**config.mk**
```make
export PLATFORM = sky130hd
export DESIGN_NAME = msrh_snoop_requester
export DESIGN_NICKNAME = d
export VERILOG_FILES = /design/src/rtl/msrh_lsu_pkg.sv /design/src/rtl/msrh_snoop_byte_merge.sv /design/src/rtl/msrh_snoop_requester.sv
export SDC_FILE = /design/constraint.sdc
export NUM_CORES = 1
export LEC_CHECK = 0
export BUFFER_PORTS_ARGS = -buffer_cell sky130_fd_sc_hd__clkbuf_2
export CAP_MARGIN = 15
export CORE_AREA = 2 2 411 413
export DETAILED_ROUTE_END_ITERATION = 10
export DIE_AREA = 0 0 413 415
export GPL_ROUTABILITY_DRIVEN = 0
export SYNTH_ARGS = -nofsm -noshare
export SYNTH_HDL_FRONTEND = slang
export SYNTH_HIERARCHICAL = 1
export SYNTH_SLANG_ARGS = --single-unit
```
**constraint.sdc**
```tcl
create_clock -name i_clk -period 2.1 [get_ports i_clk]
set_input_delay 0.21 -clock i_clk [delete_from_list [all_inputs] [get_ports i_clk]]
set_output_delay 0.21 -clock i_clk [all_outputs]
set_load 0.01 [all_outputs]
```
**src/rtl/msrh_lsu_pkg.sv**
```systemverilog
// msrh_lsu_pkg: shared LSU types for the snoop requester.
// FSM state, upstream response status and L1D lookup status.
package msrh_lsu_pkg;

  typedef enum logic [2:0] {
    SNOOP_IDLE,
    SNOOP_ISSUE,
    SNOOP_WAIT_S1,
    SNOOP_BACKOFF,
    SNOOP_RESP
  } snoop_fsm_t;

  typedef enum logic [1:0] {
    SNOOP_RESP_OK    = 2'd0,
    SNOOP_RESP_ABORT = 2'd1
  } snoop_resp_status_t;

  typedef enum logic [1:0] {
    LSU_STATUS_NONE     = 2'd0,
    LSU_STATUS_HIT      = 2'd1,
    LSU_STATUS_MISS     = 2'd2,
    LSU_STATUS_CONFLICT = 2'd3
  } lsu_status_t;

endpackage

```
**src/rtl/msrh_snoop_byte_merge.sv**
```systemverilog
// msrh_snoop_byte_merge: per-byte merge of L1D line and STQ bytes.
// STQ bytes win; L1D bytes only contribute when l1d_en (HIT).
module msrh_snoop_byte_merge #(
  parameter int DATA_W = 256,
  parameter int BE_W   = DATA_W / 8
) (
  input  logic              l1d_en,
  input  logic [DATA_W-1:0] l1d_data,
  input  logic [BE_W-1:0]   l1d_be,
  input  logic [DATA_W-1:0] stq_data,
  input  logic [BE_W-1:0]   stq_be,
  output logic [DATA_W-1:0] data,
  output logic [BE_W-1:0]   be
);

  for (genvar i = 0; i < BE_W; i++) begin : g_byte
    assign data[i*8 +: 8] =
      stq_be[i] ? stq_data[i*8 +: 8] :
      l1d_en    ? l1d_data[i*8 +: 8] :
                  8'h00;
  end

  assign be = stq_be | (l1d_en ? l1d_be : '0);

endmodule

```
**src/rtl/msrh_snoop_requester.sv**
```systemverilog
// msrh_snoop_requester: probes L1D and STQ for one snoop at a time.
// Optional perf counters: define MSRH_SNOOP_REQUESTER_PERF_EN.
module msrh_snoop_requester
  import msrh_lsu_pkg::*;
#(
  parameter int PADDR_W       = 56,
  parameter int DCACHE_DATA_W = 256,
  parameter int TAG_W         = 4,
  parameter int RETRY_WAIT    = 3,
  parameter int MAX_RETRY     = 15
) (
  input  logic                       i_clk,
  input  logic                       i_reset,
  input  logic                       i_snoop_req_valid,
  output logic                       o_snoop_req_ready,
  input  logic [PADDR_W-1:0]         i_snoop_req_paddr,
  input  logic [TAG_W-1:0]           i_snoop_req_tag,
  output logic                       o_l1d_req_s0_valid,
  output logic [PADDR_W-1:0]         o_l1d_req_s0_paddr,
  input  logic                       i_l1d_resp_s1_valid,
  input  logic [1:0]                 i_l1d_resp_s1_status,
  input  logic [DCACHE_DATA_W-1:0]   i_l1d_resp_s1_data,
  input  logic [DCACHE_DATA_W/8-1:0] i_l1d_resp_s1_be,
  output logic                       o_stq_req_s0_valid,
  output logic [PADDR_W-1:0]         o_stq_req_s0_paddr,
  input  logic                       i_stq_resp_s1_valid,
  input  logic [DCACHE_DATA_W-1:0]   i_stq_resp_s1_data,
  input  logic [DCACHE_DATA_W/8-1:0] i_stq_resp_s1_be,
  output logic                       o_snoop_resp_valid,
  input  logic                       i_snoop_resp_ready,
  output logic [1:0]                 o_snoop_resp_status,
  output logic [TAG_W-1:0]           o_snoop_resp_tag,
  output logic [DCACHE_DATA_W-1:0]   o_snoop_resp_data,
  output logic [DCACHE_DATA_W/8-1:0] o_snoop_resp_be
`ifdef MSRH_SNOOP_REQUESTER_PERF_EN
  ,
  output logic [31:0]                o_perf_snoop_cnt,
  output logic [31:0]                o_perf_hit_cnt,
  output logic [31:0]                o_perf_conflict_cnt
`endif
);

  localparam int BE_W   = DCACHE_DATA_W / 8;
  localparam int RCNT_W =
    (MAX_RETRY > 0) ? $clog2(MAX_RETRY + 1) : 1;
  localparam int WCNT_W =
    (RETRY_WAIT > 1) ? $clog2(RETRY_WAIT) : 1;
  localparam logic [RCNT_W-1:0] RCNT_MAX =
    RCNT_W'(MAX_RETRY);
  localparam logic [WCNT_W-1:0] WCNT_INIT =
    WCNT_W'(RETRY_WAIT - 1);

  snoop_fsm_t          state;
  logic [PADDR_W-1:0]  paddr_q;
  logic [RCNT_W-1:0]   retry_q;
  logic [WCNT_W-1:0]   wait_q;
  logic                s0_valid_q;

  logic                s1_both;
  lsu_status_t         s1_st;
  logic                s1_hit;
  logic                s1_conflict;
  logic                retry_done;
  logic [DCACHE_DATA_W-1:0] m_data;
  logic [BE_W-1:0]     m_be;

  assign s1_both     = i_l1d_resp_s1_valid
                     & i_stq_resp_s1_valid;
  assign s1_st       = s1_both
                     ? lsu_status_t'(i_l1d_resp_s1_status)
                     : LSU_STATUS_CONFLICT;
  assign s1_hit      = (s1_st == LSU_STATUS_HIT);
  assign s1_conflict = (s1_st == LSU_STATUS_CONFLICT);
  assign retry_done  = (retry_q == RCNT_MAX);

  msrh_snoop_byte_merge #(
    .DATA_W (DCACHE_DATA_W)
  ) u_merge (
    .l1d_en   (s1_hit),
    .l1d_data (i_l1d_resp_s1_data),
    .l1d_be   (i_l1d_resp_s1_be),
    .stq_data (i_stq_resp_s1_data),
    .stq_be   (i_stq_resp_s1_be),
    .data     (m_data),
    .be       (m_be)
  );

  assign o_l1d_req_s0_valid = s0_valid_q;
  assign o_stq_req_s0_valid = s0_valid_q;
  assign o_l1d_req_s0_paddr = paddr_q;
  assign o_stq_req_s0_paddr = paddr_q;

  // Snoop FSM with registered handshake, probe and response outputs.
  always_ff @(posedge i_clk) begin
    if (i_reset) begin
      state               <= SNOOP_IDLE;
      o_snoop_req_ready   <= 1'b1;
      s0_valid_q          <= 1'b0;
      paddr_q             <= '0;
      retry_q             <= '0;
      wait_q              <= '0;
      o_snoop_resp_valid  <= 1'b0;
      o_snoop_resp_status <= SNOOP_RESP_OK;
      o_snoop_resp_tag    <= '0;
      o_snoop_resp_data   <= '0;
      o_snoop_resp_be     <= '0;
    end else begin
      unique case (state)
        SNOOP_IDLE: begin
          if (i_snoop_req_valid && o_snoop_req_ready) begin
            paddr_q           <= i_snoop_req_paddr;
            o_snoop_resp_tag  <= i_snoop_req_tag;
            retry_q           <= '0;
            o_snoop_req_ready <= 1'b0;
            s0_valid_q        <= 1'b1;
            state             <= SNOOP_ISSUE;
          end
        end
        SNOOP_ISSUE: begin
          s0_valid_q <= 1'b0;
          state      <= SNOOP_WAIT_S1;
        end
        SNOOP_WAIT_S1: begin
          if (!s1_conflict) begin
            o_snoop_resp_data   <= m_data;
            o_snoop_resp_be     <= m_be;
            o_snoop_resp_status <= SNOOP_RESP_OK;
            o_snoop_resp_valid  <= 1'b1;
            state               <= SNOOP_RESP;
          end else if (retry_done) begin
            o_snoop_resp_data   <= '0;
            o_snoop_resp_be     <= '0;
            o_snoop_resp_status <= SNOOP_RESP_ABORT;
            o_snoop_resp_valid  <= 1'b1;
            state               <= SNOOP_RESP;
          end else begin
            retry_q <= retry_q + RCNT_W'(1);
            wait_q  <= WCNT_INIT;
            state   <= SNOOP_BACKOFF;
          end
        end
        SNOOP_BACKOFF: begin
          if (wait_q == '0) begin
            s0_valid_q <= 1'b1;
            state      <= SNOOP_ISSUE;
          end else begin
            wait_q <= wait_q - WCNT_W'(1);
          end
        end
        SNOOP_RESP: begin
          if (i_snoop_resp_ready) begin
            o_snoop_resp_valid <= 1'b0;
            o_snoop_req_ready  <= 1'b1;
            state              <= SNOOP_IDLE;
          end
        end
        default: state <= SNOOP_IDLE;
      endcase
    end
  end

`ifdef MSRH_SNOOP_REQUESTER_PERF_EN
  logic in_s1;
  logic ev_resp;
  logic ev_hit;
  logic ev_cf;

  assign in_s1   = (state == SNOOP_WAIT_S1);
  assign ev_resp = in_s1 & (~s1_conflict | retry_done);
  assign ev_hit  = in_s1 & s1_hit;
  assign ev_cf   = in_s1 & s1_conflict;

  // Saturating event counters sampled on the s1 outcome.
  always_ff @(posedge i_clk) begin
    if (i_reset) begin
      o_perf_snoop_cnt    <= '0;
      o_perf_hit_cnt      <= '0;
      o_perf_conflict_cnt <= '0;
    end else begin
      if (ev_resp && (o_perf_snoop_cnt != '1))
        o_perf_snoop_cnt <= o_perf_snoop_cnt + 32'd1;
      if (ev_hit && (o_perf_hit_cnt != '1))
        o_perf_hit_cnt <= o_perf_hit_cnt + 32'd1;
      if (ev_cf && (o_perf_conflict_cnt != '1))
        o_perf_conflict_cnt <= o_perf_conflict_cnt + 32'd1;
    end
  end
`endif

endmodule
```
# After elaboration in Yosys (flattened, before gate mapping)
# Cells that the tools add are included.
dict set report word_totals {
  ff_bits 362
  output_inout_bits 410
  word_cells 142
  inputBits 644
}
dict set report classes {
  n_mux 96
  reduce_logical 16
  n_addsub 2
  bitwise_logic 2
  n_eq_ne 15
}
# cell n
set ops {}
lappend ops {{256-bit two-way mux} 2}
lappend ops {{8-bit two-way mux} 64}
lappend ops {{32-bit two-way mux} 3}
lappend ops {{32-bit OR} 1}
lappend ops {{3-bit two-way mux} 5}
lappend ops {{3-bit case mux with 5 select lines} 1}
lappend ops {{2-bit two-way mux} 6}
lappend ops {{4-bit two-way mux} 3}
lappend ops {{2-bit inequality test, second input constant} 6}
lappend ops {{3-bit AND reduction} 4}
lappend ops {{4-bit case mux with 2 select lines} 1}
lappend ops {{4-bit AND reduction} 2}
lappend ops {{2-bit nonzero test} 4}
lappend ops {{1-bit two-way mux} 7}
lappend ops {{3-bit by 2-bit equality test with 1-bit output, second input constant} 2}
lappend ops {{4-bit by 1-bit adder with 4-bit output, second input constant} 1}
lappend ops {{4-bit equality test, second input constant} 1}
lappend ops {{1-bit case mux with 2 select lines} 2}
lappend ops {{2-bit case mux with 2 select lines} 1}
lappend ops {{2-bit AND reduction} 2}
lappend ops {{3-bit by 1-bit equality test with 1-bit output, second input constant} 1}
lappend ops {{3-bit equality test, second input constant} 1}
lappend ops {{3-bit logical NOT} 1}
lappend ops {{3-bit inequality test, second input constant} 1}
lappend ops {{other kinds (9)} 9}

# Depth between registers and ports, before layout
# Gate-level depths: netlist (run 1).
dict set report logic_depth {
  word_depth 6
  depth_mapped 8
  mapped_depth_nobuf 6
}

# Hierarchy
# The synthesis (run 1) kept the hierarchy.
# mod cells_per_inst seq_area_each_um2 n_inst area_each_um2
set modules_own_cells {}
lappend modules_own_cells {msrh_snoop_requester 1041 7226.9 1 11930.2}
lappend modules_own_cells {msrh_snoop_byte_merge 395 0.0 1 3096.7}

# Least setup slack after synthesis (run 1)
# OpenSTA, ideal clock, no wires.
dict set report synth_path {
  path_type {register to register}
  startpoint {register retry_q[0]}
  endpoint {register o_snoop_resp_data[162]}
  path_slack_ns 0.456
  arrival_ns 1.585
  path_stages_with_launch 8
  setup_time_ns 0.059
  path_cell_list {dfxtp_1 -> ha_1 -> nand3_1 -> o21ai_1 -> a21oi_2 -> buf_2 -> buf_2 -> a22o_1}
}
dict set report synth_via {
  elab_chain_cells 3
}
# element line
set synth_rtl {}
lappend synth_rtl {{from (decl)} msrh_snoop_requester.sv:55} ;# logic [RCNT_W-1:0] retry_q;
lappend synth_rtl {{from (signal assigned)} msrh_snoop_requester.sv:137} ;# retry_q <= retry_q + RCNT_W'(1);
lappend synth_rtl {{4-bit equality test} msrh_snoop_requester.sv:74} ;# assign retry_done = (retry_q == RCNT_MAX);
lappend synth_rtl {{2-bit by 1-bit inequality test with 1-bit output (no line)} --}
lappend synth_rtl {{2-bit AND reduction (no line)} --}
lappend synth_rtl {{to (signal assigned)} msrh_snoop_requester.sv:125} ;# o_snoop_resp_data <= m_data;
lappend synth_rtl {{to (decl)} msrh_snoop_requester.sv:33} ;# output logic [DCACHE_DATA_W-1:0] o_snoop_resp_data,
# Every way passes these cells.
# A chain may end at the register's enable or synchronous reset.

# Worst setup path after layout (run 1)
dict set report layout_path {
  startpoint {input port i_l1d_resp_s1_valid}
  endpoint {register o_snoop_resp_data[174]}
}
dict set report layout_via {
  elab_chain_cells 6
  word_cells_on_any_way 9
}
# element line
set layout_rtl {}
lappend layout_rtl {{from (decl)} msrh_snoop_requester.sv:20} ;# input logic i_l1d_resp_s1_valid,
lappend layout_rtl {{1-bit AND} msrh_snoop_requester.sv:68} ;# & i_stq_resp_s1_valid;
lappend layout_rtl {{2-bit two-way mux} msrh_snoop_requester.sv:70} ;# ? lsu_status_t'(i_l1d_resp_s1_status)
lappend layout_rtl {{2-bit by 1-bit equality test with 1-bit output} msrh_snoop_requester.sv:72} ;# assign s1_hit = (s1_st == LSU_STATUS_HIT);
lappend layout_rtl {{named net s1_hit} msrh_snoop_requester.sv:61} ;# logic s1_hit;
lappend layout_rtl {{8-bit two-way mux} msrh_snoop_byte_merge.sv:19} ;# l1d_en ? l1d_data[i*8 +: 8] :
lappend layout_rtl {{8-bit two-way mux} msrh_snoop_byte_merge.sv:18} ;# stq_be[i] ? stq_data[i*8 +: 8] :
lappend layout_rtl {{named net m_data[174]} msrh_snoop_requester.sv:64} ;# logic [DCACHE_DATA_W-1:0] m_data;
lappend layout_rtl {{256-bit two-way mux} msrh_snoop_requester.sv:124} ;# if (!s1_conflict) begin
# The timed path passes the listed nets, and every way through them passes these cells.

==> results of run 1 <==
[flip-flops by register name (all words and copies together), names as in the netlist]
| register | cells |
|---|---|
| o_snoop_resp_data | 256 |
| o_l1d_req_s0_paddr | 56 |
| o_snoop_resp_be | 32 |
| o_snoop_resp_tag | 4 |
| retry_q | 4 |
| state | 3 |
| wait_q | 2 |
| o_l1d_req_s0_valid | 1 |
| o_snoop_req_ready | 1 |
| o_snoop_resp_status | 1 |
| o_snoop_resp_valid | 1 |
[synth_stat cells, types with 2 or more instances]
cell type	instances	area share, %
ha_1	2	0.17
a21oi_1	68	2.3
a22o_1	542	32
a211oi_1	2	0.10
buf_8	2	0.20
clkbuf_1	23	0.57
o21ai_0	5	0.17
nor2b_1	29	1.2
inv_1	6	0.15
nor2_1	6	0.15
dfxtp_1	361	48
nor2b_4	3	0.27
a221oi_1	2	0.12
and3_1	3	0.12
buf_6	28	2.1
nand2_1	129	3.2
buf_4	60	3.0
nor3_1	2	0.067
nand3_1	5	0.17
a21o_1	32	1.6
or3_1	3	0.12
o211ai_1	2	0.10
buf_2	103	3.4
[metrics by stage]
step,utilization [%],worst slack [ns],power [mW],setup TNS [ns]
global placement,13.86,-0.1777,9.940,-4.859
finish,17.95,-0.01816,19.01,-0.02766
detailed placement,13.86,-0.2099,9.939,-6.210
global route,17.92,-0.02588,19.66,-0.1010
floorplan,-,0.4565,8.370,0
CTS,17.85,0.01315,19.19,0
[report_power, final]
group / internal (mW) / switching [mW] / leakage [nW]
registers: 7.01 / 0.148 / 2.92
clock network: 4.73 / 3.56 / 0.747
logic: 1.82 / 1.74 / 10.2
total: 13.6 / 5.46 / 13.9
[worst max-delay path: stages]
cell and delay [ns]:
clkbuf_2 0.09, nand2_1 0.12, nor3b_4 0.34, buf_12 0.19, buf_16 0.18, buf_4 0.20, nor2b_1 0.21, buf_4 0.25
a22o_1 0.16, dlygate4sd3_1 0.55, a22o_1 0.13
[repair_timing]
action,in CTS,in global routing
resized for setup,0,7
endpoints found under the setup margin,0,208
setup buffers,0,3
hold endpoints to repair,306,0
hold buffers,510,0
[routing by layer]
layer	global-route usage, %	part of all wire [%]	routed length (um)	up-vias
li1	-	-	-	8520
met1	19.03	40	56320	9800
met2	23.43	44	60750	1463
met3	5.945	11	15710	331
met4	6.114	4.6	6390	46
met5	0	0.20	281	-
[cell type report]
type                            count  area, um^2  share of cell area, %
Antenna cell                       33       82.58                 0.2761
Clock buffer                       63        1244                  4.158
Clock inverter                     19       304.0                  1.017
Inverter                            6       22.52                0.07530
Multi-Input combinational cell    853        6422                  21.47
Sequential cell                   361        7227                  24.16
Tap cell                         2204        2758                  9.220
Timing Repair Buffer             1691       11850                  39.62
[path summary, 6_finish.rpt]
path	end	slack (ns)
worst max-delay path	o_snoop_resp_data[174]	-0.02
worst max register to register	o_snoop_resp_data[144]	0.09
worst min register to register	o_snoop_resp_tag[2]	0.46
worst min-delay path	o_snoop_resp_data[124]	0.03
[cells by family (layout without fill, tap and decap cells)]
group           count (synthesis)  count (layout)
flops                         361             361
simple gates                  187             187
mux                             1               1
fa+ha+maj                       2               2
compound gates                662             662
buf+inv                       222            1779
other cells                     1              34
==> out/metrics.yaml, run 1 <==
placed_design:
  place_area_um2: 23090
  portBuffers: 1052
  dp_hpwl_um: 115700
  place_inst: 4601
global_route:
  grt_use_total_pct: 15.29
  antenna_found_initial: 74
  grt_max_degree: 61
  grt_pass1_wl_um: 176400
  overflow: 0
  grt_pass1_vias: 19240
floorplan:
  initial_core_util_pct: 9.017
  placementRows: 150
  dieArea_um2: 171400
  die_h_um: 415
  core_um2: 166700
  die_w_um: 413
  io_pins: 1054
layout:
  final_cell_mix: "clkbuf_2 (1052), a22o_1 (542), dlygate4sd3_1 (510), dfxtp_1 (361), nand2_1 (129)"
  final_nets: 3604
  num-fill-cells: 18380
  finalNonFillerCells: 5230
  area_delta_synth_final_pct: 99.04
  final_area_um2: 29910
  drive_gt1_share_pct: 42.20
  final_common_cell: "clkbuf_2"
sta:
  layout_setup_ws_ns: -0.01816
  fmax_ghz: 0.4721
  drv_slew: 0
  worst_pin_slew_ns: 0.6901
  final.period_utilization_pct: 100.9
  period_needed_ns: 2.118
  slew_headroom_pct: 53.34
  final_hold_viol_count: 0
  whs_ns: 0.03111
  setup_viol: 4
  fin_skew_ns: 0.03957
yosys:
  ys_ff_latch: 361
  synth_top_family_by_area: "compound AO/OA/AOI/OAI gates"
  synth_compound_area_share_pct: 36.43
  yosys_warnings: 6
  synth_ff_type: "dfxtp_1"
  yosys.area_share.simple_pct: 5.770
  synth_edf_count: 0
  synth_area_per_cell_um2: 10.46
  yosysSeqAreaShare_pct: 48.09
  synth.area.mux_share_pct: 0.06661
  syn_inst: 1436
  async_reset_ff_share_pct: 0
  ys_types: 41
  syn_area_um2: 15030
  syn-num-nets: 2082
  synth-adder-area-share_pct: 0.1665
  synth_xor_area_share_pct: 0
setup_path:
  cp_data_arrival_time_ns: 2.69
  setup.worst_path.start: "i_l1d_resp_s1_valid"
  path_max_fanout: 16
  worst_ep_required_time_ns: 2.67
  r2r_start: "state[1]"
  worstSetupPathType: "input port to flip-flop"
  end_kind: "flip-flop"
  critPathLaunchType: "input port"
  ff2ff_path_depth: 5
cts:
  cts.sinks: 361
  cts_root_buffer: "clkbuf_16"
  h-tree-depth: 2
  tritoncts: "yes"
  numCtsBuffers: 45
  path_clk_slew_ns: 0.06
  clock_latency_ns: 0.63
  cts_max_path_buffers: 3
power_and_ir_drop:
  leakage_nw: 13.86
  power_density_nw_per_um2: 635.6
  peakVddDrop_mv: 0.5180
min_path:
  holdPathStages: 3
  hp-start: "i_l1d_resp_s1_data[124]"
  min_path_type: "input port to flip-flop"
run_status:
  run_status: "finished with violations"
  violations: "setup timing"
job:
  drv_cap: 0
drt:
  drt_pass1_iterations: 6
  wl_um: 139400
  drc: 0
  drt-wirelength-per-cell_um: 26.66
  drtAntennaViolNets: 0
  drt_iter0_markers: 1983
  vias: 20160
  vias_per_cell: 3.855
Power figures use the tool's default switching activity.
==> inputs of run 2 (changes only) <==
Settings changed: ABC_AREA set to 1, CORE_AREA 2 2 411 413 to 2 2 416 418, DIE_AREA 0 0 413 415 to 0 0 418 420.
Clock period 2.1 ns to 2.65 ns, I/O delays scaled along.
==> run 2 against run 1 <==
Design area rose by 3.5%. Synthesized cell count up 82%. Setup slack improved by 0.26 ns. The flow now finishes without violations.
==> out/metrics.yaml, run 2 <==
global_route:
  grt_use_total_pct: 12.67  # -2.6 points
  grt_pass1_vias: 22820  # +19%
  grt_max_degree: 161  # +160%
  grt_pass1_wl_um: 159500  # -9.6%
  antenna_found_initial: 25  # -66%
  overflow: 0  # unchanged
floorplan:
  die_w_um: 418  # +1.2%
  initial_core_util_pct: 10.07  # +1.1 points
  io_pins: 1054  # unchanged
  placementRows: 152  # +1.3%
  dieArea_um2: 175600  # +2.4%
  core_um2: 171000  # +2.6%
  die_h_um: 420  # +1.2%
sta:
  period_needed_ns: 2.407
  rsz0062_at_grt: "no"
  worst_pin_slew_ns: 0.8347  # +0.1446 ns
  fmax_ghz: 0.4154
  final_hold_viol_count: 0  # unchanged
  drv_slew: 0  # unchanged
  final.period_utilization_pct: 90.84
  slew_headroom_pct: 44.36  # -9.0 points
  fin_setup_tns_ns: 0  # +0.02766 ns
  setup_viol: 0  # -4
  fin_skew_ns: 0.02276  # -0.01681 ns
layout:
  final_common_cell: "nand2_1"
  final_nets: 4661  # +29%
  drive_gt1_share_pct: 29.56  # -13 points
  num-fill-cells: 19170  # +4.3%
  largest_reg_flops: 256  # unchanged
  area_delta_synth_final_pct: 79.66
  top_register: "o_snoop_resp_data"
  finalNonFillerCells: 6299  # +20%
  final_cell_mix: "nand2_1 (1187), clkbuf_2 (1051), dlygate4sd3_1 (487), dfxtp_1 (361), a21oi_1 (357)"
setup_path:
  critPathLaunchType: "flip-flop"
  worst_ep_required_time_ns: 3.22  # +0.55 ns
  end_kind: "flip-flop"
  cp_data_arrival_time_ns: 2.98  # +0.29 ns
  worstSetupPathType: "flip-flop to flip-flop"
  path_max_fanout: 74  # +58
drt:
  drt_pass1_iterations: 7  # +1
  drtAntennaViolNets: 0  # unchanged
  drc: 0  # unchanged
  vias_per_cell: 3.792  # -1.6%
  vias: 23890  # +18%
  drt_iter0_markers: 2354  # +19%
  drt-wirelength-per-cell_um: 18.98  # -29%
  wl_um: 119500  # -14%
yosys:
  ys_types: 23  # -44%
  syn_area_um2: 17230  # +15%
  synthTopCellsByArea: "dfxtp_1 (42%), nand2_1 (26%), a21oi_1 (10%)"
  synth_area_per_cell_um2: 6.595  # -37%
  synth_top_cell_by_area: "dfxtp_1"
  ys_ff_latch: 361  # unchanged
  synth.most_common_cell: "nand2_1"
  synth_edf_count: 0  # unchanged
  syn_inst: 2612  # +82%
  async_reset_ff_share_pct: 0  # unchanged
  synth_ff_type: "dfxtp_1"
  yosysSeqAreaShare_pct: 41.96  # -6.1 points
  syn-num-nets: 3258  # +56%
  synth_top_cells_by_count: "nand2_1 (1188), dfxtp_1 (361), a21oi_1 (357)"
  yosys_warnings: 6  # unchanged
  yosys.area.top_type_share_pct: 41.96  # -6.1 points
cts:
  h-tree-depth: 2  # unchanged
  path_clk_slew_ns: 0.06  # about the same
  cts.sinks: 361  # unchanged
  cts_max_path_buffers: 3  # unchanged
  post-cts-setup-buffer-count: 0  # unchanged
  cts_root_buffer: "clkbuf_16"
  numCtsBuffers: 47  # +4.4%
  clock_latency_ns: 0.64  # about the same
  tritoncts: "yes"
job:
  drv_cap: 0  # unchanged
placed_design:
  dp_hpwl_um: 94170  # -19%
  portBuffers: 1052  # unchanged
  place_inst: 5711  # +24%
run_status:
  run_status: "complete, no violations"
power_and_ir_drop:
  leakage_nw: 14.30  # +3.2%
  peakVddDrop_mv: 0.4286  # -17%
  power_density_nw_per_um2: 554.3  # -13%
min_path:
  min_path_type: "input port to flip-flop"
## run 2: cell types whose count changed after synthesis, moves of 29 or more
cell / previous run / this run
a21o_1: 32 / 0
o21ai_0: 5 / 63
nand2_1: 129 / 1188
nor2b_1: 29 / 0
buf_2: 103 / 61
clkinv_1: 0 / 32
a21oi_1: 68 / 357
a22o_1: 542 / 0
clkbuf_1: 23 / 68
nand3_1: 5 / 268
inv_1: 6 / 78
## run 2: logic make-up after synthesis
kind of cell	count (synthesis)	share of synthesized area (%)
simple gates	1477	34.28
other cells	1	0.02177
flops	361	41.96
fa+ha+maj	2	0.1453
compound gates	421	12.24
buf+inv	350	11.36
## run 2: layer usage
| metal | wire length (um) | vias up | GRT usage (%) | part of all wire, % |
|---|---|---|---|---|
| met5 | 179 | - | 0.6669 | 0.15 |
| met4 | 5089 | 6 | 5.342 | 4.3 |
| met3 | 17990 | 331 | 7.652 | 15 |
| met2 | 56470 | 1346 | 21.15 | 47 |
| met1 | 39800 | 11090 | 12.60 | 33 |
| li1 | - | 11120 | - | - |
## run 2: final cells by class
type                       count  area [um^2]  share of cell area, %
inverter                     111        416.7                  1.346
clock buffer                  56         1260                  4.071
tap                         2233         2794                  9.028
antenna                       13        32.53                 0.1051
clock inverter                31        406.6                  1.314
sequential                   361         7227                  23.35
timing repair buffer        1593        10730                  34.67
multi-input combinational   1901         8080                  26.11
## run 2: repair_timing
item,4_1_cts,5_1_grt
setup endpoints to repair,0,4
hold buffers,487,0
resized for setup,0,2
endpoints found under the hold margin,310,0
## run 2: worst paths after layout
path	startpoint	to	slack, ns	cells after the start
hold reg to reg	o_snoop_resp_tag[2]	o_snoop_resp_tag[2]	0.45	2
hold / removal	i_l1d_resp_s1_data[42]	o_snoop_resp_data[42]	0.05	5
setup / recovery	retry_q[0]	o_snoop_resp_be[6]	0.24	10
setup reg to reg	retry_q[0]	o_snoop_resp_be[6]	0.24	10
## run 2: critical path: stages (launching register included)
cell and delay (ns):
dfxtp_1 0.34, ha_1 0.22, nand2_1 0.07, inv_1 0.06, nand2_1 0.09, nand2_1 0.13, nand2_8 0.27, buf_12 0.32
nand2_1 0.09, a21oi_1 0.14, dlygate4sd3_1 0.57
## run 2: power breakdown
part / switching, mW / leakage, nW / internal (mW)
clock network: 2.92 / 0.820 / 4.04
logic: 2.36 / 10.6 / 1.70
registers: 0.312 / 2.92 / 5.81
## run 2: stage by stage
stage / hold slack [ns] / total power [mW] / worst slack [ns] / instance area [um^2] / util [%]
6_report: 0.04647 / 17.15 / 0.2428 / 30950 / 18.10
5_1_grt: 0.02725 / 18.03 / 0.02128 / 30930 / 18.09
4_1_cts: 0.0001103 / 17.43 / 0.05751 / 30870 / 18.06
3_5_place_dp: 0.4367 / 9.631 / 0.5061 / 24330 / 14.23
3_3_place_gp: 0.4308 / 9.576 / 0.5141 / 24330 / 14.23
2_1_floorplan: 0.4564 / 8.063 / 1.134 / 17230 / -
==> inputs of run 3 (changes only) <==
Settings changed: CORE_AREA 2 2 416 418 to 2 2 412 414, CTS_BUF_LIST set to sky130_fd_sc_hd__clkbuf_8, DIE_AREA 0 0 418 420 to 0 0 414 416, SLEW_MARGIN set to 10.
==> run 3 against run 2 <==
Fmax grew 1.3%. Register-to-register slack gained 0.06 ns. Sequential share of layout area shrank 1.7 points. Routed wire length grew 5.6%. Largest cell class unchanged. Largest power group is now sequential cells.
==> out/metrics.yaml, run 3 (same netlist as run 2, synthesis figures left out) <==
global_route:
  grt_max_degree: 151  # -6.2%
  grt_use_total_pct: 13.92  # +1.3 points
  antenna_found_initial: 30  # +20%
  grt_pass1_vias: 25270  # +11%
  grt_pass1_wl_um: 174000  # +9.1%
  overflow: 0  # unchanged
cts:
  cts_max_path_buffers: 3  # unchanged
  tritoncts: "yes"
  clock_latency_ns: 0.75  # +0.11 ns
  h-tree-depth: 3  # +1
  path_clk_slew_ns: 0.06  # about the same
  post-cts-setup-buffer-count: 0  # unchanged
  cts_root_buffer: "clkbuf_8"
  cts.sinks: 361  # unchanged
  numCtsBuffers: 72  # +53%
setup_path:
  ff2ff_path_depth: 8  # -2
  crit_chain: "dlygate4sd3_1, clkbuf_2, nand2_1, dlygate4sd3_1, nand2_1, dlygate4sd3_1, nand2_1, a21oi_1, dlygate4sd3_1"
  cp_data_arrival_time_ns: 3.06  # +0.08 ns
  slowest_stage: "dlygate4sd3_1"
  max_stage_delay_ns: 0.61  # +0.04 ns
  worst_ep_required_time_ns: 3.33  # +0.11 ns
  path_max_fanout: 1  # -99%
  critPathLaunchType: "input port"
  path_common_cell: "dlygate4sd3_1"
  end_kind: "flip-flop"
  worstSetupPathType: "input port to flip-flop"
layout:
  final_nets: 4953  # +6.3%
  drive_gt1_share_pct: 27.54  # -2.0 points
  final_cell_mix: "nand2_1 (1187), clkbuf_2 (1051), dlygate4sd3_1 (772), dfxtp_1 (361), a21oi_1 (357)"
  area_delta_synth_final_pct: 94.21
  fin_util_pct: 19.90  # +1.8 points
  largest_reg_flops: 256  # unchanged
  top_register: "o_snoop_resp_data"
  final_common_cell: "nand2_1"
  finalNonFillerCells: 6591  # +4.6%
  final_area_um2: 33450  # +8.1%
drt:
  wl_um: 126200  # +5.6%
  drt-wirelength-per-cell_um: 19.15  # +0.90%
  drtAntennaViolNets: 0  # unchanged
  drc: 0  # unchanged
  drt_iter0_markers: 2482  # +5.4%
  vias_per_cell: 3.912  # +3.2%
  drt_pass1_iterations: 6  # -1
  vias: 25780  # +7.9%
sta:
  layout_setup_ws_ns: 0.2729  # +0.03006 ns
  whs_ns: 0.1081  # +0.06161 ns
  worst_pin_slew_ns: 0.9598  # +0.1251 ns
  setup_viol: 0  # unchanged
  fin_skew_ns: 0.04245  # +0.01968 ns
  final_hold_viol_count: 0  # unchanged
  fin_setup_tns_ns: 0  # unchanged
  period_needed_ns: 2.377  # -0.03006 ns
  final.period_utilization_pct: 89.70  # -1.1 points
  slew_headroom_pct: 36.01  # -8.3 points
  drv_slew: 0  # unchanged
  rsz0062_at_grt: "no"
  fmax_ghz: 0.4207  # +1.3%
min_path:
  holdPathStages: 5  # unchanged
  min_path_type: "input port to flip-flop"
power_and_ir_drop:
  peakVddDrop_mv: 0.3135  # -27%
  power_density_nw_per_um2: 499.3  # -9.9%
  p_total_mw: 16.70  # -2.6%
  leakage_nw: 15.33  # +7.2%
run_status:
  run_status: "complete, no violations"
floorplan:
  die_w_um: 414  # -0.96%
  placementRows: 151  # -0.66%
  die_h_um: 416  # -0.95%
  dieArea_um2: 172200  # -1.9%
  core_um2: 168100  # -1.7%
  initial_core_util_pct: 10.24  # +0.17 points
  io_pins: 1054  # unchanged
placed_design:
  place_area_um2: 24190  # -0.58%
  portBuffers: 1052  # unchanged
  dp_hpwl_um: 94180  # about the same
  place_inst: 5678  # -0.58%
  dp_slack_ns: 0.4343  # -0.07172 ns
job:
  drv_cap: 0  # unchanged
## run 3: cell type report
cell class                 instances  area, um^2
fill                           18480      134700
timing repair buffer            1859       13430
multi-input combinational       1902        8089
sequential                       361        7227
tap                             2218        2775
clock buffer                      87        1197
inverter                         111       416.7
clock inverter                    38       279.0
antenna                           15       37.54
## run 3: timing repair
action                     4_1_cts  5_1_grt
setup endpoints to repair        0        3
resized for setup                0        3
hold buffers                   772        0
hold endpoints to repair       349        0
## run 3: power by group
group | internal [mW] | switching, mW
logic | 1.96 | 2.50
registers | 5.81 | 0.313
clock network | 3.28 | 2.83
total | 11.1 | 5.65
## run 3: worst paths after layout
path	startpoint	endpoint	slack, ns
worst min-delay path	i_l1d_resp_s1_data[106]	o_snoop_resp_data[106]	0.11
worst max-delay path	i_stq_resp_s1_data[2]	o_snoop_resp_data[2]	0.27
worst max register to register	state[2]	o_snoop_resp_data[238]	0.30
worst min register to register	o_snoop_resp_tag[2]	o_snoop_resp_tag[2]	0.44
## run 3: worst max-delay path, delay by kind of cell
kind                   cells  cell delay [ns]
AOI/OAI and AO/OA          1             0.14
buffers and inverters      5             2.45
and+or+nand+nor            3             0.20
## run 3: per-layer routing
metal  track usage, %  wire length [um]  up-vias
li1                 -                 -    11730
met5                0                34        -
met3            5.994             15650      491
met2            21.68             55390     1728
met1            15.20             45280    11830
met4            9.834              9840        6
